[src/rtl/mem_pkg.sv]
// mem_pkg: shared types and constants for the mem_initiator slice.
// Provides addr_t, data_t, state_t, MEM_DEPTH and the latency counter width.
package mem_pkg;

  localparam int MEM_DEPTH = 4;
  localparam int LAT_W     = 3;

  typedef logic [1:0] addr_t;
  typedef logic [7:0] data_t;

  typedef enum logic [1:0] {
    IDLE    = 2'd0,
    RD_WAIT = 2'd1,
    RSP     = 2'd2
  } state_t;

endpackage

[src/rtl/mem_initiator.sv]
// mem_initiator: valid/ready request/response front end driving a 4x8 memory.
// Ports: req_* in, rsp_* out, addr/wr_en/rd_en/wdata/rdata memory side, busy, counters.
module mem_initiator
  import mem_pkg::*;
#(
  parameter int RD_LATENCY = 1,
  parameter int CNT_W      = 16
) (
  input  logic             clk,
  input  logic             rst,
  input  logic             req_valid,
  output logic             req_ready,
  input  logic             req_write,
  input  addr_t            req_addr,
  input  data_t            req_wdata,
  output logic             rsp_valid,
  input  logic             rsp_ready,
  output addr_t            rsp_addr,
  output data_t            rsp_rdata,
  output addr_t            addr,
  output logic             wr_en,
  output logic             rd_en,
  output data_t            wdata,
  input  data_t            rdata,
  output logic             busy,
  output logic [CNT_W-1:0] wr_count,
  output logic [CNT_W-1:0] rd_count
);

  state_t             state, state_d;
  logic [LAT_W-1:0]   lat, lat_d;
  logic               req_ready_d;
  logic               rsp_valid_d;
  addr_t              rsp_addr_d;
  data_t              rsp_rdata_d;
  addr_t              addr_d;
  logic               wr_en_d;
  logic               rd_en_d;
  data_t              wdata_d;
  logic               busy_d;
  logic [CNT_W-1:0]   wr_count_d;
  logic [CNT_W-1:0]   rd_count_d;

  always_comb begin
    state_d     = state;
    lat_d       = lat;
    rsp_valid_d = rsp_valid;
    rsp_addr_d  = rsp_addr;
    rsp_rdata_d = rsp_rdata;
    addr_d      = addr;
    wr_en_d     = 1'b0;
    rd_en_d     = 1'b0;
    wdata_d     = wdata;
    wr_count_d  = wr_count;
    rd_count_d  = rd_count;
    unique case (state)
      IDLE: begin
        if (req_valid && req_ready) begin
          addr_d = req_addr;
          if (req_write) begin
            wr_en_d    = 1'b1;
            wdata_d    = req_wdata;
            wr_count_d = wr_count + CNT_W'(1);
          end else begin
            rd_en_d    = 1'b1;
            rsp_addr_d = req_addr;
            lat_d      = LAT_W'(RD_LATENCY);
            state_d    = RD_WAIT;
          end
        end
      end
      RD_WAIT: begin
        // lat hits 0 one edge after the last decrement, which lines the
        // capture up with edge RD_LATENCY+1 after the accept.
        if (lat == '0) begin
          rsp_rdata_d = rdata;
          rsp_valid_d = 1'b1;
          state_d     = RSP;
        end else begin
          lat_d = lat - LAT_W'(1);
        end
      end
      RSP: begin
        if (rsp_ready) begin
          rsp_valid_d = 1'b0;
          rd_count_d  = rd_count + CNT_W'(1);
          state_d     = IDLE;
        end
      end
      default: state_d = IDLE;
    endcase
    req_ready_d = (state_d == IDLE);
    busy_d      = (state_d != IDLE);
  end

  always_ff @(posedge clk or negedge rst) begin
    if (!rst) begin
      state     <= IDLE;
      lat       <= '0;
      req_ready <= 1'b1;
      rsp_valid <= 1'b0;
      rsp_addr  <= '0;
      rsp_rdata <= '0;
      addr      <= '0;
      wr_en     <= 1'b0;
      rd_en     <= 1'b0;
      wdata     <= '0;
      busy      <= 1'b0;
      wr_count  <= '0;
      rd_count  <= '0;
    end else begin
      state     <= state_d;
      lat       <= lat_d;
      req_ready <= req_ready_d;
      rsp_valid <= rsp_valid_d;
      rsp_addr  <= rsp_addr_d;
      rsp_rdata <= rsp_rdata_d;
      addr      <= addr_d;
      wr_en     <= wr_en_d;
      rd_en     <= rd_en_d;
      wdata     <= wdata_d;
      busy      <= busy_d;
      wr_count  <= wr_count_d;
      rd_count  <= rd_count_d;
    end
  end

endmodule

[config.mk]
export PLATFORM = sky130hd
export DESIGN_NAME = mem_initiator
export DESIGN_NICKNAME = d
export VERILOG_FILES = /design/src/rtl/mem_pkg.sv /design/src/rtl/mem_initiator.sv
export SDC_FILE = /design/constraint.sdc
export NUM_CORES = 1
export LEC_CHECK = 0
export BUFFER_PORTS_ARGS = -buffer_cell sky130_fd_sc_hd__buf_2
export CAP_MARGIN = 20
export CORE_UTILIZATION = 46
export CTS_CLUSTER_SIZE = 28
export DETAILED_ROUTE_END_ITERATION = 6
export PLACE_DENSITY = 0.72
export SYNTH_ARGS = -nofsm -noshare
export SYNTH_HDL_FRONTEND = slang
export SYNTH_SLANG_ARGS = --single-unit
[constraint.sdc]
create_clock -name clk -period 1.46 [get_ports clk]
set_input_delay 0.073 -clock clk [delete_from_list [all_inputs] [get_ports clk]]
set_output_delay 0.073 -clock clk [all_outputs]
set_load 0.1 [all_outputs]
# Yosys cells after proc, flatten, opt, wreduce, memory -nomap -nowiden
# Index checks and enable logic that the tools add are counted.
# totals
mem_bits_ro,0
mem_bits_rw,0
reg_bits,62
output_inout_bits,57
word_cells,56
n_memories,0
in_bits,23
latch_bits,0
# op_classes
n_addsub,3
mul,0
n_shift,0
n_bitwise,1
n_div,0
order_cmp,0
reduce_logical,14
eq_ne,7
muxes,18
# op_table
cell,n
"adder 16 x 1 -> 16 bit, second input constant",2
"!= test 2 bit, second input constant",5
2-to-1 mux 3 bit,3
AND reduction 3 bit,3
2-to-1 mux 1 bit,8
2-to-1 mux 2 bit,4
case mux 2 bit (3 select lines),1
case mux 3 bit (2 select lines),1
AND reduction 2 bit,3
nonzero test 2 bit,3
zero test 2 bit,2
AND reduction 4 bit,1
zero test 3 bit,1
"subtractor 3 x 1 -> 3 bit, second input constant",1
"== test 2 x 1 -> 1 bit, second input constant",1
"== test 2 bit, second input constant",1
case mux 1 bit (2 select lines),1
logical AND 1 bit,1
inverter 1 bit,1

# Logic depth before layout (Yosys ltp)
# Gate-level depths: netlist of run 1.
# depth
ltp_word,4
ltp_mapped,7
depth_no_buf,6

# Worst setup path after synthesis of run 1
# No wires, ideal clock.
# synth_timing
kind,flip-flop to flip-flop
from,register wr_count[0]
to,register wr_count[10]
path_buffers,0
required_ns,1.301
stages_incl_launch_ff,6
synth_period_minus_slack_ns,2.140
path_slack_ns,-0.680
arrival_time_ns,1.981
setup_ns,0.159
path_cell_list,dfrtp_1 > ha_1 > nand4_1 > nor3_2 > nand3_1 > xnor2_1
# synth_between
elab_chain_cells,1
# synth_rtl
element,line,source
from (decl),mem_initiator.sv:26,"output logic [CNT_W-1:0] wr_count,"
from (signal assigned),mem_initiator.sv:123,wr_count <= wr_count_d;
adder 16 x 1 -> 16 bit,mem_initiator.sv:63,wr_count_d = wr_count + CNT_W'(1);
# No other way between the ends.
# A chain may end at the register's enable or synchronous reset.

# Final worst setup path of run 1
# layout_timing
from,register req_ready
to,register wr_count[6]
# layout_between
elab_chain_cells,2
# layout_rtl
element,line,source
from (decl),mem_initiator.sv:12,"output logic req_ready,"
from (signal assigned),mem_initiator.sv:114,req_ready <= req_ready_d;
logical AND 1 bit,mem_initiator.sv:58,if (req_valid && req_ready) begin
AND reduction 3 bit (no source line),-,
# No other way between the ends.

==> results of run 1 <==
==> repair_timing <==
action	in CTS	in global routing
gates cloned	1	1
hold buffers	20	0
buffers inserted	6	5
endpoints found under the hold margin	82	0
pin swaps	5	8
gates resized for setup	11	20
endpoints found under the setup margin	27	38
==> worst reg2reg max path: cells and delay by family (launching register included) <==
| kind | cells | cell delay [ns] |
|---|---|---|
| simple gates | 3 | 0.72 |
| flops | 1 | 0.64 |
| xor+xnor | 1 | 0.14 |
==> state kept, by name (all words and copies together) (netlist names) <==
signal and flops:
wdata 8, req_ready 1, addr 2, lat 3
rsp_valid 1, wr_en 1, rd_en 1, busy 1
rd_count 16, wr_count 16, rsp_addr 2, state 2
rsp_rdata 8
==> stage by stage <==
step | utilization | instance area, µm² | hold slack [ns] | std cells | worst slack [ns]
after global routing | 0.757 | 3990 | 0.0759 | 429 | -0.179
after detailed placement | 0.636 | 3350 | 0.109 | 382 | -0.118
after CTS | 0.736 | 3880 | 0.0225 | 424 | -0.106
after global placement | 0.636 | 3350 | 0.107 | 382 | -0.0799
final | 0.757 | 3990 | 0.0572 | 429 | -0.139
after floorplan | - | 2740 | -0.223 | 220 | -0.295
==> placed cells by master (no fill, tap or decap), types with 2 or more instances in the layout <==
cell type      instances
xnor2_1               22
buf_6                  3
ha_4                   3
xor2_1                 7
mux2_4                10
nor3_1                 2
nand3_2                2
nand2_1               46
buf_12                 2
dlygate4sd3_1         20
and3_4                 2
dfrtp_2                8
and4_1                 2
nor2_1                 6
inv_2                  4
buf_2                 78
bufinv_16              2
buf_4                 24
inv_1                  5
nand3_1                5
mux2_2                 2
dfrtp_1               34
nor4_2                 2
clkbuf_8              14
dfrtp_4               19
nand4_1               12
==> layer usage <==
layer,global-route usage,part of all wire,vias to the layer above
met2,0.368,0.52,65
li1,-,-,1006
met4,0.108,0.019,0
met5,0,0,-
met1,0.246,0.41,1088
met3,0.0560,0.052,13
==> layout make-up <==
class                           count  area [µm²]  area share
Timing Repair Buffer              127         845       0.212
Inverter                            9        33.8     0.00847
Clock buffer                       14         193      0.0483
Sequential cell                    62        1640       0.411
Multi-Input combinational cell    145        1130       0.284
Tap cell                           70        87.6      0.0220
Clock inverter                      2        60.1      0.0151
==> logic make-up after synthesis <==
logic type      Yosys count
simple gates             95
mux                      12
compound gates            4
xor+xnor                 30
buf+inv                  13
fa+ha+maj                 4
flops                    62
==> path summary, 6_finish.rpt <==
kind,from,endpoint,depth (start not counted)
max,req_ready,wr_count[6],4
min,req_write,state[0],2
max reg2reg,req_ready,wr_count[6],4
min reg2reg,rd_count[15],rd_count[15],1
max in group asynchronous,rst,req_ready,3
min in group asynchronous,rst,wr_count[14],3
==> qor.yml, run 1 <==
status: "complete, but fails checks"
failed_checks: "negative setup slack"
cts_tree: "done"
synth_top_area_frac: 0.590
drc: 0
ff2ff_setup_slack_ns: -0.14
clk_path_buf_depth: 2
die_h_um: 77
finalWirelength_mm: 5.96
ys.flop_type: "dfrtp_1"
grt_pass1_wl_mm: 9.77
min_period_ns: 1.60
yosys-top-cells-area: "dfrtp_1, xnor2_1, nand2_1"
root_buffer: "clkbuf_8"
ys_seq_area_frac: 0.600
syn-num-nets: 247
antenna_found_initial: 0
nNetsFinal: 381
max_slew_margin: 0.669
gp_congestion: 0.792
port_buffers: 79
synth_xor_area_frac: 0.102
synth_compound_area_frac: 0.00822
synth_top_family_by_area: "simple AND/OR/NAND/NOR gates"
async_flop_share: 1.00
setup_viol: 15
crit_slowest_cell: "dfstp_4"
critical_path_class: "flop to flop"
synth.largest_area_cell: "dfrtp_1"
ys_ff_latch: 62
grt_usage: 0.214
max_freq_mhz: 625
drive_above_1_share: 0.526
start_util: 0.491
tns_ns: -0.476
cp.required_ns: 1.68
worst_pin_slew_ns: 0.499
cts_buffers: 9
yosys.area_share.simple: 0.196
first_global_vias: 2200
cp-end-kind: "flop"
h-tree-depth: 3
drtPass1Iterations: 5
synthTopCellsByCount: "dfrtp_1, nand2_1, xnor2_1"
final-hold-violation-count: 0
wire_per_inst_um: 13.9
synth_edf_count: 0
die_area_um2: 5930
clock_latency_ns: 0.34
path_cells: "and4bb_2, nand2_4, or3_4, xnor2_2"
drt.antenna.violating_nets: 0
syn_area_per_cell_um2: 11.8
num_rows: 26
synthMostInstantiatedCell: "dfrtp_1"
rsz0062_at_grt: "true"
areaGrowthSynthToFinish_pct: 54.2
grt_max_degree: 63
setup_ws_ns: -0.139
drt_iter0_markers: 89
skew_ns: 0.0105
yosysWarnings: 0
crit_buf_inv: 0
via_per_inst: 5.06
maxCapViolCount: 0
vias: 2172
max_stage_delay_ns: 0.64
slew_violations: 0
syn_inst: 220
syn_area_um2: 2590
fill_cells: 364
synth_fa_ha_area_frac: 0.0193
globalRouteOverflowTotal: 0
io_pins: 80
setup.worst_path.start_class: "flop"
clock_sinks: 62
die_w_um: 77
synthMuxAreaShare: 0.0522
min_period_over_period: 1.10
coreArea_um2: 5270
cp_max_fo: 4
worstPathArrival_ns: 1.82
worstHoldPathType: "input pin to flop"
num_antenna_cells: 0
crit_family: "simple AND/OR/NAND/NOR gates"
yosysUniqueCellTypes: 30
clkTransAtPathRegs_ns: 0.07
hpwlAfterDp_mm: 3.58
Power of run 1 is left out: the tool's default activity adds up to more than one toggle a clock period on the data nets, which glitch-free logic cannot reach.
==> run 2: changes to the inputs <==
Settings changed: CORE_ASPECT_RATIO from default to 0.5.
==> run 2 against run 1 <==
Compared with the run above: the flow still finishes with violations (negative setup slack); non-clock buffer count decreased by 4; clock skew decreased by 0.0044 ns; routed wire length increased by 1.5%; utilization increased by 0.71 points; register-to-register slack about the same.
==> qor.yml, run 2 (same netlist as run 1, synthesis figures left out) <==
maxCapViolCount: 0
drt.antenna.violating_nets: 0
root_buffer: "clkbuf_8"
h-tree-depth: 3
fill_cells: 346
clkTransAtPathRegs_ns: 0.07
total_power_mw: 9.72
use_met3: 0.0597
top_usage_layer: "met2"
power.density_nw_per_um2: 2470
num_antenna_cells: 0
hpwlAfterDp_mm: 3.91
cts_tree: "done"
clock_latency_ns: 0.34
start_util: 0.502
clk_path_buf_depth: 2
peakVddDrop_uv: 2360
placed_cell_area_um2: 3360
seq_area_um2: 1640
utilization: 0.764
die_h_um: 55.0
vias: 2070
worst_pin_slew_ns: 0.501
multiInputGateArea_um2: 1130
cts_buffers: 9
worstPathArrival_ns: 1.81
antenna_found_initial: 0
max_stage_delay_ns: 0.64
mostFrequentLayoutCell: "buf_2"
reg.largest.list: "rd_count x16, wr_count x16"
via_per_inst: 4.87
stdcell_area_um2: 3940
cp-end-kind: "flop"
grt_pass1_wl_mm: 9.30
crit_slowest_cell: "dfstp_4"
setup_viol: 28
num_rows: 18
drt_iter0_markers: 48
finalWirelength_mm: 6.05
grt_max_degree: 63
nNetsFinal: 377
drtPass1Iterations: 4
leakage_nw: 1.95
tns_ns: -1.35
final_cell_mix: "buf_2, nand2_1, dfrtp_1"
globalRouteOverflowTotal: 0
status: "complete, but fails checks"
wire_per_inst_um: 14.2
setup_ws_ns: -0.129
max_freq_mhz: 629
use_met2: 0.367
coreArea_um2: 5160
skew_ns: 0.00611
rsz0062_at_grt: "true"
failed_checks: "negative setup slack"
port_buffers: 79
drc: 0
first_global_vias: 2006
cp_max_fo: 4
gp_congestion: 0.795
slew_violations: 0
io_pins: 80
clock_sinks: 62
min_period_ns: 1.59
path_cells: "and4bb_2, nand2_4, or3_4, xnor2_2"
areaGrowthSynthToFinish_pct: 52.3
die_w_um: 108
final-hold-violation-count: 0
reg2reg_depth: 4
hold_depth: 2
drive_above_1_share: 0.521
met1_usage: 0.260
setup.worst_path.start_class: "flop"
hold_ws_ns: 0.121
cp.required_ns: 1.68
min_period_over_period: 1.09
worstHoldPathType: "input pin to flop"
max_slew_margin: 0.668
critical_path_class: "flop to flop"
die_area_um2: 5950
grt_usage: 0.215
run 2: changes by cell type in the layout (fill, tap and decap cells not counted), sizes merged:
cell / previous run / this run
clkbuf: 14 / 13
buf: 107 / 104
dlygate4sd3: 20 / 19
clkinv: 0 / 1
run 2: power by group:
group	switching, mW	total (mW)	internal (mW)
clock	0.654	1.75	1.10
combinational	4.04	5.27	1.23
sequential	0.396	2.69	2.30
total	5.09	9.72	4.63
run 2: worst max-delay path, delay by kind of cell, from the launching register on:
| kind | cells | cell delay, ns |
|---|---|---|
| xor+xnor | 1 | 0.13 |
| simple gates | 3 | 0.72 |
| flops | 1 | 0.64 |
run 2: through the flow:
| step | instances | setup slack, ns |
|---|---|---|
| 4_1_cts | 421 | -0.139 |
| 5_1_grt | 425 | -0.187 |
| 3_3_place_gp | 383 | -0.0811 |
| 2_1_floorplan | 220 | -0.295 |
| 3_5_place_dp | 383 | -0.167 |
| 6_report | 425 | -0.129 |
run 2: final cells by class:
class                   count  area share
repair buffers            123       0.206
inverters                   9     0.00857
clock inverters             3      0.0165
well taps                  70      0.0222
clock buffers              13      0.0429
flip-flops and latches     62       0.416
multi-input cells         145       0.288
run 2: what timing repair did:
item,4_1_cts,5_1_grt
hold buffers,19,0
endpoints found under the setup margin,31,37
hold endpoints to repair,80,0
buffers inserted,2,4
cloned,1,0
resized for setup,21,9
pin swaps,4,7
run 2: path summary, 6_finish.rpt:
| check | startpoint | end | slack [ns] |
|---|---|---|---|
| max | req_ready | wr_count[6] | -0.13 |
| min | req_write | state[0] | 0.12 |
| max reg2reg | req_ready | wr_count[6] | -0.13 |
| min reg2reg | wr_count[15] | wr_count[15] | 0.47 |
| max in group asynchronous | rst | req_ready | 0.88 |
| min in group asynchronous | rst | wdata[2] | 0.28 |
run 2: per-layer routing:
metal / up-vias / wire length (µm)
met4: 0 / 132
met1: 1001 / 2680
met3: 13 / 265
met5: - / 0
li1: 998 / -
met2: 58 / 2970
Power figures use the tool's default switching activity.
